`config.mk`:
```
export PLATFORM = sky130hd
export DESIGN_NAME = fetch_if
export DESIGN_NICKNAME = d
export VERILOG_FILES = /design/src/rtl/fetch_if_pkg.sv /design/src/rtl/fetch_if_skid.sv /design/src/rtl/fetch_if.sv
export SDC_FILE = /design/constraint.sdc
export NUM_CORES = 1
export LEC_CHECK = 0
export ABC_CLOCK_PERIOD_IN_PS = 3100
export CORE_MARGIN = 5
export CORE_UTILIZATION = 30
export DETAILED_ROUTE_END_ITERATION = 7
export DONT_BUFFER_PORTS = 1
export HOLD_SLACK_MARGIN = 0.05
export PLACE_DENSITY = 0.51
export SYNTH_ARGS = -nofsm -noshare
export SYNTH_HDL_FRONTEND = slang
export SYNTH_SLANG_ARGS = --single-unit
```
`constraint.sdc`:
```
create_clock -name clk -period 3.1 [get_ports clk]
set_clock_uncertainty 0.05 [all_clocks]
set_input_delay 0.62 -clock clk [delete_from_list [all_inputs] [get_ports clk]]
set_output_delay 0.62 -clock clk [all_outputs]
set_load 0.05 [all_outputs]
```
`src/rtl/fetch_if_pkg.sv`:
```
// Shared widths, NOP encoding and fetch FSM states for the instruction-fetch stage.
package fetch_if_pkg;

    localparam int unsigned ADR_BIT = 32;
    localparam int unsigned ISC_BIT = 32;

    localparam logic [ISC_BIT-1:0] NOP_ISC = '0;

    typedef enum logic [1:0] {
        ST_REQ,
        ST_WAIT,
        ST_FULL
    } fetch_state_t;

endpackage

```
`src/rtl/fetch_if_skid.sv`:
```
// One-entry instruction buffer: holds a landed word while decode stalls with the output slot full.
module fetch_if_skid #(
    parameter int unsigned ADR_BIT = fetch_if_pkg::ADR_BIT,
    parameter int unsigned ISC_BIT = fetch_if_pkg::ISC_BIT
) (
    input  logic               clk,
    input  logic               rst_n,
    input  logic               flush,
    input  logic               load,
    input  logic               pop,
    input  logic [ISC_BIT-1:0] load_isc,
    input  logic [ADR_BIT-1:0] load_pc,
    output logic               full,
    output logic [ISC_BIT-1:0] buf_isc,
    output logic [ADR_BIT-1:0] buf_pc
);

    // A pop and load on the same edge leaves the buffer full with the new word.
    always_ff @(posedge clk) begin
        if (!rst_n || flush) begin
            full    <= 1'b0;
            buf_isc <= '0;
            buf_pc  <= '0;
        end else if (load) begin
            full    <= 1'b1;
            buf_isc <= load_isc;
            buf_pc  <= load_pc;
        end else if (pop) begin
            full    <= 1'b0;
        end
    end

endmodule

```
`src/rtl/fetch_if.sv`:
```
// Instruction-fetch stage: owns the PC, reads instruction memory over req/gnt/rvalid and
// feeds isc / pc_next_inw to the decode register, with stall, redirect and NOP fill.
module fetch_if #(
    parameter int unsigned         ADR_BIT  = fetch_if_pkg::ADR_BIT,
    parameter int unsigned         ISC_BIT  = fetch_if_pkg::ISC_BIT,
    parameter logic [ADR_BIT-1:0]  RESET_PC = '0,
    parameter logic [ADR_BIT-1:0]  PC_STEP  = ADR_BIT'(4)
) (
    input  logic               clk,
    input  logic               rst_n,
    input  logic               branch_taken,
    input  logic [ADR_BIT-1:0] branch_target,
    input  logic               ena_n,
    output logic               imem_req,
    output logic [ADR_BIT-1:0] imem_addr,
    input  logic               imem_gnt,
    input  logic               imem_rvalid,
    input  logic [ISC_BIT-1:0] imem_rdata,
    output logic [ISC_BIT-1:0] isc,
    output logic [ADR_BIT-1:0] pc_next_inw
);
    import fetch_if_pkg::*;

    fetch_state_t       state;
    logic               run;
    logic               discard;
    logic               out_full;
    logic [ADR_BIT-1:0] pc;
    logic [ADR_BIT-1:0] wait_pc_next;

    logic               buf_full;
    logic [ISC_BIT-1:0] buf_isc;
    logic [ADR_BIT-1:0] buf_pc;

    logic consume, landing, granted, buf_full_nx, still_out, buf_load, buf_pop;

    // A request is only raised when the word it returns is guaranteed a slot; since the
    // buffer only fills behind a full output slot, "buffer empty after this edge" is that test.
    always_comb begin
        consume     = !ena_n;
        landing     = imem_rvalid && !discard && (state == ST_WAIT);
        buf_full_nx = consume ? (buf_full && landing) : (buf_full || (landing && out_full));
        imem_req    = run && !discard &&
                      ((state == ST_REQ) || ((state == ST_WAIT) && imem_rvalid && !buf_full_nx));
        granted     = imem_req && imem_gnt;
        still_out   = granted || (((state == ST_WAIT) || discard) && !imem_rvalid);
        buf_load    = landing && (consume ? buf_full : out_full);
        buf_pop     = consume && buf_full;
    end

    assign imem_addr = pc;

    fetch_if_skid #(
        .ADR_BIT (ADR_BIT),
        .ISC_BIT (ISC_BIT)
    ) u_skid (
        .clk      (clk),
        .rst_n    (rst_n),
        .flush    (branch_taken),
        .load     (buf_load),
        .pop      (buf_pop),
        .load_isc (imem_rdata),
        .load_pc  (wait_pc_next),
        .full     (buf_full),
        .buf_isc  (buf_isc),
        .buf_pc   (buf_pc)
    );

    always_ff @(posedge clk) begin
        if (!rst_n) begin
            state        <= ST_REQ;
            run          <= 1'b0;
            pc           <= RESET_PC;
            wait_pc_next <= '0;
            discard      <= still_out;
            isc          <= ISC_BIT'(NOP_ISC);
            pc_next_inw  <= '0;
            out_full     <= 1'b0;
        end else if (branch_taken) begin
            run         <= 1'b1;
            pc          <= branch_target;
            discard     <= still_out;
            state       <= (granted || ((state == ST_WAIT) && !imem_rvalid)) ? ST_WAIT : ST_REQ;
            isc         <= ISC_BIT'(NOP_ISC);
            pc_next_inw <= '0;
            out_full    <= 1'b0;
        end else begin
            run <= 1'b1;
            if (granted) begin
                pc           <= pc + PC_STEP;
                wait_pc_next <= pc + PC_STEP;
            end
            if (discard && imem_rvalid) discard <= 1'b0;

            case (state)
                ST_REQ:  if (granted) state <= ST_WAIT;
                ST_WAIT: if (imem_rvalid && !granted)
                             state <= (discard || !buf_full_nx) ? ST_REQ : ST_FULL;
                ST_FULL: if (consume) state <= ST_REQ;
                default: state <= ST_REQ;
            endcase

            if (consume) begin
                if (buf_full) begin
                    isc         <= buf_isc;
                    pc_next_inw <= buf_pc;
                    out_full    <= 1'b1;
                end else if (landing) begin
                    isc         <= imem_rdata;
                    pc_next_inw <= wait_pc_next;
                    out_full    <= 1'b1;
                end else begin
                    isc         <= ISC_BIT'(NOP_ISC);
                    pc_next_inw <= '0;
                    out_full    <= 1'b0;
                end
            end else if (landing && !out_full) begin
                isc         <= imem_rdata;
                pc_next_inw <= wait_pc_next;
                out_full    <= 1'b1;
            end
        end
    end

endmodule

```
* Word level (Yosys, flattened, before mapping)
Index checks and enable logic that the tools add are counted.
** Operators by class
- Magnitude comparators :: 0
- Add/sub/neg operators :: 1
- Reduce and logical (&&, ||, !) cells :: 36
- $mul :: 0
- Mux-type cells :: 29
- Bitwise operators :: 2
- Shift operators :: 0
- Div/mod/pow operators :: 0
- Equal/unequal tests :: 7
** Operators by type and width (count)
- two-way mux 32 bit :: 10
- adder 32 x 3 -> 32 bit, second input constant :: 1
- logical AND 1 bit :: 16
- two-way mux 1 bit :: 13
- two-way mux 2 bit :: 5
- zero test 1 bit :: 7
- logical OR 1 bit :: 7
- inequality test 3 bit, second input constant :: 2
- one-hot mux 2 bit (3 select lines) :: 1
- nonzero test 2 bit :: 2
- inequality test 3 x 1 -> 1 bit, second input constant :: 1
- inequality test 3 x 2 -> 1 bit, second input constant :: 1
- AND reduction 3 bit :: 1
- equality test 2 x 1 -> 1 bit, second input constant :: 1
- equality test 2 bit, second input constant :: 1
- zero test 2 bit :: 1
- inequality test 2 x 1 -> 1 bit, second input constant :: 1
- inverter 1 bit :: 2
- AND reduction 2 bit :: 1
- OR reduction 2 bit :: 1
** Word-level totals
- Bits of input ports :: 70
- Bits in read-only memories :: 0
- Register bits after elaboration :: 198
- Memories :: 0
- Latch bits :: 0
- Word-level logic and storage cells :: 86
- Memory bits (writable) :: 0

* Logic depth before layout (Yosys ltp)
Gate-level depths: netlist of the first run.
- Word-level depth :: 16
- Gate-level depth with buffers :: 8

* Hierarchy
A second synthesis of the first run with hierarchy kept.
** Second synthesis, totals
- Cell total of the unflattened synthesis :: 916
- Area, all modules :: 8694.6 um2
** By module, submodules not included
- fetch_if :: area an instance 6337.3 um2, seq. area each 2672.6 um2, instances 1, cells an instance 705
- fetch_if_skid :: area an instance 2357.3 um2, seq. area each 1301.2 um2, instances 1, cells an instance 211

* Least setup slack after synthesis of the first run
No wires, ideal clock.
- Kind :: input-to-output
- Start :: in imem_rvalid
- End :: out imem_req
- Arrival :: 1.869 ns
- Stages :: 6
- Buffers on the path :: 3
- Slack :: 0.561 ns
- Path through :: buf_2 -> nand2b_1 -> o21ai_1 -> buf_2 -> buf_2 -> and3_1
** On the way
- Longest elaborated chain between the ends :: 9
- Elaborated cells on any way between the ends :: 11
- Those cells by class :: 1 x mux; 10 x reduce/logical
** RTL lines
- start: declaration :: line fetch_if.sv:17 : input logic imem_rvalid,
- logical AND 1 bit (2 in a row) :: line fetch_if.sv:41 : landing = imem_rvalid && !discard && (state == ST_WAIT);
- logical AND 1 bit :: line fetch_if.sv:42 : buf_full_nx = consume ? (buf_full && landing) : (buf_full || (landing && out_full));
- logical OR 1 bit :: line fetch_if.sv:42
- two-way mux 1 bit :: line fetch_if.sv:42
- zero test 1 bit :: line fetch_if.sv:44 : ((state == ST_REQ) || ((state == ST_WAIT) && imem_rvalid && !buf_full_nx));
- logical AND 1 bit * :: line fetch_if.sv:44
- logical OR 1 bit * :: line fetch_if.sv:44
- logical AND 1 bit * :: line fetch_if.sv:43 : imem_req = run && !discard &&
- end: declaration :: line fetch_if.sv:14 : output logic imem_req,
Mark *: on every way between the ends. The rest lies on a longest branch, timed or not.

* Worst setup path after layout of the first run
- Start :: reg out_full
- End :: out imem_req
** On the way
- Longest elaborated chain between the ends :: 7
** RTL lines
- start: declaration :: line fetch_if.sv:27 : logic out_full;
- start signal: assignment :: line fetch_if.sv:78 : out_full <= 1'b0;
- start signal: assignment :: line fetch_if.sv:86 : out_full <= 1'b0;
- start signal: assignment :: line fetch_if.sv:107 : out_full <= 1'b1;
- logical AND 1 bit :: line fetch_if.sv:42
- logical OR 1 bit :: line fetch_if.sv:42
- two-way mux 1 bit :: line fetch_if.sv:42
- zero test 1 bit :: line fetch_if.sv:44
- logical AND 1 bit :: line fetch_if.sv:44
- logical OR 1 bit :: line fetch_if.sv:44
- logical AND 1 bit :: line fetch_if.sv:43
No other way between the ends.

==> impl_metrics.tcl, run 1 <==
set metrics [dict create \
    postRouteAntennaNets 0 \
    cp_slowest_cell "o21ai_1" \
    fin_nets 1047 \
    critPathLaunchType "register" \
    fin_crit_ns 2.50 \
    viasPerCell 5.05 \
    path_buf_inv 1 \
    synth_cell_type_count 49 \
    synth_area_um2 8400 \
    path_class "reg -> out" \
    cts_num_sinks 198 \
    route.vias.total 6902 \
    yosysTopAreaCell "dfxtp_1" \
    irDropWorstVdd_mv 0.341 \
    critPathMaxFanout 6 \
    synth_top_area_share_pct 46.9 \
    holdPathStages 0 \
    synth_top_family_by_area "compound AO/OA/AOI/OAI gates" \
    period_share_pct 80.7 \
    reg2reg_depth 5 \
    clock.fmax_mhz 400 \
    outcome "complete, no violations" \
    yosys_warnings 0 \
    synth_xor_area_share_pct 4.48 \
    cp_slowest_stage_delay_ns 0.42 \
    synth_edf_count 1 \
    cts_hold_buffers 0 \
    finalWirelength_um 23900 \
    cts_buffers 17 \
    cts_resized 0 \
    antenna_found_initial 0 \
    n_antenna_cell 0 \
    fin_ws_ns 0.599 \
    core_um2 27700 \
    drc 0 \
    rr_startpoint "imem_addr[27]$_SDFFE_PN0P_" \
    globalplace.congestion 0.837 \
    wire_per_inst_um 17.5 \
    crit_arrival_ns 1.83 \
    r2r_end "imem_addr[31]$_SDFFE_PN0P_" \
    syn-instance-count 1003 \
    tightest_slew_ns 0.767 \
    dp_slack_ns 0.750 \
    avgSynthCellArea_um2 8.38 \
    grt_max_degree 68 \
    min_to "run$_DFF_P_" \
    p_leak_nw 3.20 \
    slew_viol_final 0 \
    die_height_um 177 \
    setup_tns_ns 0 \
    dp_hpwl_um 15900 \
    grt_pass1_wl_um 37300 \
    ys_seq_elements 198 \
    reg2reg_slack_ns 0.73 \
    io_pins 167 \
    hold_viol 0 \
    grt.total_usage_pct 14.8 \
    area_growth_pct 14.0 \
    synthSimpleGateAreaFrac_pct 18.5 \
    drtPass1Iterations 5 \
    crit_chain "and2_1 > o21ai_1 > and3_1 > buf_12" \
    clk_pin_slew_ns 0.07 \
    htree_num_levels 4 \
    synth_mux_area_share_pct 0.238 \
    hp-class "in -> reg" \
    clk_latency_ns 0.43 \
    synth.area.top_cells "dfxtp_1, nand2_1, a21oi_1" \
    final_cell_area_um2 9580 \
    die_w_um 177 \
    drive_above_1_share_pct 9.10 \
    cp.required_ns 2.43 \
    rsz0062_at_grt "no" \
    synthAdderAreaFrac_pct 0.149 \
    synth_compound_area_share_pct 24.6 \
    cap_violations 0 \
    grt_pass1_vias 6302 \
    start_util_pct 30.3 \
    synth_most_common_cell "dfxtp_1" \
    drtIter0Drc 490 \
    grt_overflow 0 \
    finalSetupViolations 0 \
    cts_buffer_depth 2 \
    io_buffers 0 \
    ys_seq_area_share_pct 47.3 \
    max_slew_margin_pct 48.9 \
    end_kind "output port" \
    cts_tree "built" \
    p_total_mw 5.72 \
    cts_setup_buffers 0 \
    die_area_um2 31500 \
    dpl_cell_area_um2 8970 \
    synth_nets 1074 \
    crit_family "simple AND/OR/NAND/NOR gates" \
    hold_start "rst_n" \
    ys.flop_type "dfxtp_1" \
    power.density_nw_per_um2 597 \
    num_rows 61 \
    whs_ns 0.193 \
    root_buffer "clkbuf_16" \
    async_flop_share_pct 0 \
    yosys-top-cells-count "dfxtp_1, nand2_1, a21oi_1, nor2_1" \
]
## worst reg2reg max path: stages, from the launching register on
cell and delay [ns]:
dfxtp_1 0.72, nand4_1 0.27, nor4_1 0.34, nand4_1 0.26, or3_1 0.43, and4_1 0.20
## cell families (layout without fill, tap and decap cells)
group | count (synthesis) | in the layout
multiplexers | 2 | 2
XOR/XNOR | 43 | 43
flip-flops | 198 | 198
AO/OA/AOI/OAI | 325 | 325
AND/OR/NAND/NOR | 338 | 338
adder cells (fa/ha/maj) | 1 | 1
buffers and inverters | 96 | 82
## placed cells by master, fill, tap and decap left out, drive strengths merged, types with 2 or more instances in the layout
cell / n
nor2b: 4
o21a: 4
nand3b: 2
and2: 2
and3: 6
a311oi: 3
nand2b: 2
nand4: 17
xor2: 29
nand3: 22
inv: 14
dfxtp: 197
nor2: 80
a21boi: 3
nand2: 164
mux2i: 2
a211oi: 64
o211a: 13
or3: 7
a21oi: 98
bufinv: 2
xnor2: 14
nor3: 12
clkinv: 2
buf: 44
a22oi: 64
clkbuf: 20
o21ai: 61
nor4b: 6
a31oi: 9
nor3b: 3
nor4: 7
and4: 3
## sequential cells by signal (all words and copies together), names as in the netlist
name / count
isc: 32
wait_pc_next: 32
discard: 1
u_skid.buf_isc: 32
u_skid.buf_pc: 32
pc_next_inw: 32
imem_addr: 32
run: 1
state: 2
u_skid.full: 1
out_full: 1
## routing by layer
layer	vias to the layer above	GRT usage, %	share of wire [%]	wire length, um
met2	193	22.1	43	10400
met4	0	2.32	0.53	127
met3	8	4.52	7.7	1840
li1	3537	-	-	-
met5	-	0	0	0
met1	3164	21.4	48	11500
## cell type report
type                       instances  area [um2]
fill                            2864       18100
clock buffer                      20         457
sequential                       198        3970
inverter                           6        22.5
clock inverter                    12         151
timing repair buffer              44         405
multi-input combinational        709        4100
tap                              378         473
## stage by stage
| stage | util [%] | instances |
|---|---|---|
| after detailed placement | 32.4 | 1335 |
| after CTS | 34.6 | 1367 |
| final | 34.6 | 1367 |
| after global placement | 32.4 | 1335 |
| after floorplan | - | 1003 |
| after global routing | 34.6 | 1367 |
## worst max path at each step
| stage | start | end | cells after the start |
|---|---|---|---|
| after floorplan | imem_rvalid | imem_req | 6 |
| after detailed placement | ena_n | imem_req | 4 |
| after CTS | out_full$_SDFFE_PP0P_ | imem_req | 4 |
| final | out_full$_SDFFE_PP0P_ | imem_req | 4 |
| after global routing | out_full$_SDFFE_PP0P_ | imem_req | 4 |
| after global placement | imem_addr[27]$_SDFFE_PN0P_ | imem_addr[31]$_SDFFE_PN0P_ | 5 |
## where the power goes
| part | switching, mW | leakage (nW) | internal (mW) |
|---|---|---|---|
| Sequential | 0.220 | 1.62 | 2.63 |
| Combinational | 0.349 | 1.28 | 0.174 |
| Clock | 1.08 | 0.302 | 1.27 |
(Power assumes the default switching activity.)
==> inputs of run 2 (changes only) <==
- ABC_CLOCK_PERIOD_IN_PS: 3100 -> 2350
- clock period: 3.1 -> 2.35 ns (I/O delays scaled with it)
==> impl_metrics.tcl, run 2 (synthesis results as in run 1) <==
set metrics [dict create \
    outcome "complete, no violations" \
    fin_crit_ns 2.23 \
    n_antenna_cell 0 \
    core_um2 27700 \
    route.vias.total 7001 \
    setup_tns_ns 0 \
    finalWirelength_um 23800 \
    grt_pass1_wl_um 38200 \
    io_buffers 0 \
    cap_violations 0 \
    period_share_pct 95.0 \
    cp.required_ns 1.83 \
    critPathMaxFanout 4 \
    hold_viol 0 \
    cts_resized 0 \
    root_buffer "clkbuf_16" \
    hold_start "imem_rdata[15]" \
    cts_tree "built" \
    cts_buffer_depth 2 \
    min_to "u_skid.buf_isc[15]$_SDFFE_PP0P_" \
    num_rows 61 \
    r2r_end "isc[19]$_SDFFE_PP0P_" \
    reg2reg_slack_ns 0.28 \
    fin_nets 1060 \
    grt.total_usage_pct 15.0 \
    reg2reg_depth 6 \
    slew_viol_final 0 \
    cts_buffers 17 \
    globalplace.congestion 0.851 \
    area_growth_pct 15.2 \
    clk_latency_ns 0.42 \
    die_w_um 177 \
    tightest_slew_ns 0.637 \
    drtIter0Drc 433 \
    htree_num_levels 4 \
    irDropWorstVdd_mv 0.451 \
    rr_startpoint "discard$_DFFE_PP_" \
    drive_above_1_share_pct 9.72 \
    drc 0 \
    cts_setup_buffers 0 \
    max_slew_margin_pct 57.4 \
    p_total_mw 7.33 \
    drtPass1Iterations 5 \
    hp-class "in -> reg" \
    crit_arrival_ns 1.71 \
    cts_num_sinks 198 \
    critPathLaunchType "register" \
    finalSetupViolations 0 \
    clock.fmax_mhz 448 \
    postRouteAntennaNets 0 \
    grt_pass1_vias 6594 \
    path_class "reg -> out" \
    final_cell_mix "dfxtp_1, nand2_1, a21oi_1" \
    end_kind "output port" \
    die_area_um2 31500 \
    p_leak_nw 3.25 \
    grt_overflow 0 \
    viasPerCell 5.09 \
    grt_max_degree 68 \
    power.density_nw_per_um2 756 \
    holdPathStages 2 \
    wire_per_inst_um 17.3 \
    dp_hpwl_um 16300 \
    cts_hold_buffers 1 \
    die_height_um 177 \
    start_util_pct 30.3 \
    io_pins 167 \
    antenna_found_initial 0 \
    clk_pin_slew_ns 0.07 \
    mostFrequentLayoutCell "dfxtp_1" \
    rsz0062_at_grt "no" \
]
-- run 2: routing by layer --
metal / share of wire, % / vias to the layer above / track usage (%)
met2: 43 / 191 / 21.8
met4: 1.1 / 0 / 3.71
met3: 7.2 / 15 / 4.69
met1: 49 / 3234 / 21.5
li1: - / 3561 / -
met5: 0 / - / 0
-- run 2: area by class of cell --
type                    instances  area [um2]
clock buffers                  20         447
clock inverters                 8         103
fillers                      2864       18000
inverters                       6        22.5
multi-input cells             709        4100
flip-flops and latches        198        3970
well taps                     378         473
repair buffers                 57         568
-- run 2: through the flow --
step                hold WS (ns)  area, um2  setup slack (ns)  util (%)  cells
floorplan                  0.386       8400            0.0664         -   1003
global placement           0.391       9130             0.285      32.9   1347
detailed placement         0.396       9130             0.237      32.9   1347
finish                     0.124       9680             0.118      35.0   1376
CTS                       0.0976       9680            0.0737      35.0   1376
global route               0.101       9680            0.0152      35.0   1376
-- run 2: worst max path at each step --
stage | startpoint | to | slack [ns] | cells after the start
2_1_floorplan | imem_addr[2]$_SDFFE_PN0P_ | imem_addr[18]$_SDFFE_PN0P_ | 0.07 | 7
3_3_place_gp | ena_n | wait_pc_next[26]$_SDFFE_PN0P_ | 0.29 | 7
3_5_place_dp | ena_n | wait_pc_next[31]$_SDFFE_PN0P_ | 0.24 | 7
4_1_cts | out_full$_SDFFE_PP0P_ | imem_req | 0.07 | 4
5_1_grt | out_full$_SDFFE_PP0P_ | imem_req | 0.02 | 4
6_report | out_full$_SDFFE_PP0P_ | imem_req | 0.12 | 4
-- run 2: worst max-delay path, cell delays in order, from the launching register on --
cell and delay, ns:
dfxtp_1 0.35, and2_1 0.21, o21ai_1 0.26, and3_1 0.30, buf_12 0.17
-- run 2: power by group --
| group | switching, mW | leakage [nW] | internal [mW] |
|---|---|---|---|
| sequential | 0.276 | 1.62 | 3.47 |
| clock | 1.27 | 0.264 | 1.58 |
| combinational | 0.477 | 1.37 | 0.252 |
==> inputs of run 3 (changes only) <==
- PLACE_DENSITY: 0.51 -> 0.54
==> impl_metrics.tcl, run 3 (synthesis results as in run 1) <==
set metrics [dict create \
    cts_num_sinks 198 \
    drtIter0Drc 441 \
    final_cell_area_um2 9710 \
    mostFrequentLayoutCell "dfxtp_1" \
    hold_viol 0 \
    seq_area_um2 3970 \
    start_util_pct 30.3 \
    max_slew_margin_pct 59.0 \
    reg2reg_depth 7 \
    crit_arrival_ns 1.67 \
    htree_num_levels 4 \
    drc 0 \
    fin_crit_ns 2.19 \
    critPathLaunchType "register" \
    cts_buffers 17 \
    period_share_pct 93.2 \
    setup_tns_ns 0 \
    root_buffer "clkbuf_16" \
    cts_tree "built" \
    postRouteAntennaNets 0 \
    clk_latency_ns 0.43 \
    end_kind "output port" \
    grt.met2_usage_pct 21.2 \
    dp_slack_ns 0.353 \
    cp_slowest_cell "dfxtp_1" \
    cap_violations 0 \
    clock.fmax_mhz 456 \
    endpoint "imem_req" \
    final_cells 1381 \
    grt.met1_usage_pct 21.8 \
    multi_input_comb_area_um2 4100 \
    dpl_cell_area_um2 9120 \
    grt_max_degree 89 \
    final_cell_mix "dfxtp_1, nand2_1, a21oi_1" \
    viasPerCell 5.06 \
    cp_slowest_stage_delay_ns 0.38 \
    reg2reg_slack_ns 0.32 \
    p_leak_nw 3.26 \
    antenna_found_initial 0 \
    drive_above_1_share_pct 10.4 \
    clk_pin_slew_ns 0.08 \
    io_pins 167 \
    power.density_nw_per_um2 764 \
    finalSetupViolations 0 \
    core_um2 27700 \
    fin_ws_ns 0.159 \
    path_buf_inv 2 \
    grt_pass1_vias 6524 \
    area_growth_pct 15.6 \
    critPathMaxFanout 6 \
    drtPass1Iterations 5 \
    dp_hpwl_um 16200 \
    slew_viol_final 0 \
    grt_pass1_wl_um 37500 \
    rr_startpoint "imem_addr[2]$_SDFFE_PN0P_" \
    post-route-util_pct 35.0 \
    num_rows 61 \
    grt_overflow 0 \
    grt_use_met3_pct 4.79 \
    cp_num_cells 5 \
    wire_per_inst_um 17.1 \
    io_buffers 0 \
    die_height_um 177 \
    irDropWorstVdd_mv 0.366 \
    die_area_um2 31500 \
    die_w_um 177 \
    n_antenna_cell 0 \
    tightest_slew_ns 0.614 \
    rsz0062_at_grt "no" \
    path_class "reg -> out" \
    cts_buffer_depth 2 \
    route.vias.total 6981 \
    crit_family "simple AND/OR/NAND/NOR gates" \
    dp_cells 1348 \
    r2r_end "wait_pc_next[30]$_SDFFE_PN0P_" \
    finalWirelength_um 23700 \
    cp.required_ns 1.83 \
    outcome "complete, no violations" \
    busiest_layer "met1" \
    crit_path_start "u_skid.full$_SDFFE_PP0P_" \
    grt.total_usage_pct 14.8 \
    crit_chain "nand2b_1 > o21ai_2 > buf_4 > and3_1 > buf_12" \
    fillers 2906 \
    fin_nets 1061 \
    hp-class "in -> reg" \
    globalplace.congestion 0.826 \
]
==> run 3: cell count changes in the layout (fill, tap and decap cells not counted), sizes merged <==
| cell | before | now |
|---|---|---|
| clkinv | 2 | 5 |
| buf | 56 | 57 |
| clkbuf | 20 | 18 |
| clkinvlp | 2 | 1 |
| inv | 8 | 12 |
==> run 3: what timing repair did <==
action / CTS / global route
setup buffers: 0 / 0
hold buffers: 1 / 0
endpoints found under the setup margin: 0 / 1
hold endpoints to repair: 1 / 0
gates resized for setup: 0 / 1
==> run 3: worst min path at each step <==
| stage | slack [ns] | from | end | cells past startpoint |
|---|---|---|---|---|
| after floorplan | 0.39 | u_skid.buf_isc[0]$_SDFFE_PP0P_ | u_skid.buf_isc[0]$_SDFFE_PP0P_ | 2 |
| after global placement | 0.39 | u_skid.buf_pc[20]$_SDFFE_PP0P_ | u_skid.buf_pc[20]$_SDFFE_PP0P_ | 2 |
| after detailed placement | 0.40 | u_skid.buf_isc[29]$_SDFFE_PP0P_ | u_skid.buf_isc[29]$_SDFFE_PP0P_ | 2 |
| after CTS | 0.1 | imem_rdata[4] | u_skid.buf_isc[4]$_SDFFE_PP0P_ | 2 |
| after global routing | 0.1 | imem_rdata[3] | u_skid.buf_isc[3]$_SDFFE_PP0P_ | 2 |
| final | 0.12 | imem_rdata[5] | u_skid.buf_isc[5]$_SDFFE_PP0P_ | 2 |
==> run 3: layer usage <==
metal	part of all wire [%]	up-vias
li1	-	3565
met1	50	3203
met2	42	198
met3	7.5	15
met5	0	-
met4	0.82	0
==> run 3: area by class of cell <==
class	instances	area share (%)
multi-input combinational	709	42.2
sequential	198	40.9
timing repair buffer	58	5.80
tap	378	4.87
clock buffer	18	4.42
clock inverter	14	1.52
inverter	6	0.232
==> run 3: power by group <==
group	total [mW]	internal, mW	switching, mW	leakage (nW)
registers	3.75	3.47	0.277	1.62
logic	0.727	0.248	0.479	1.36
clock network	2.94	1.59	1.36	0.287
total	7.42	5.31	2.11	3.26
==> run 3: per-stage QoR <==
| step | total power, mW | hold slack (ns) |
|---|---|---|
| 5_1_grt | 7.74 | 0.0959 |
| 3_5_place_dp | 4.56 | 0.396 |
| 3_3_place_gp | 4.56 | 0.391 |
| 6_report | 7.42 | 0.122 |
| 2_1_floorplan | 4.34 | 0.386 |
| 4_1_cts | 7.52 | 0.0975 |
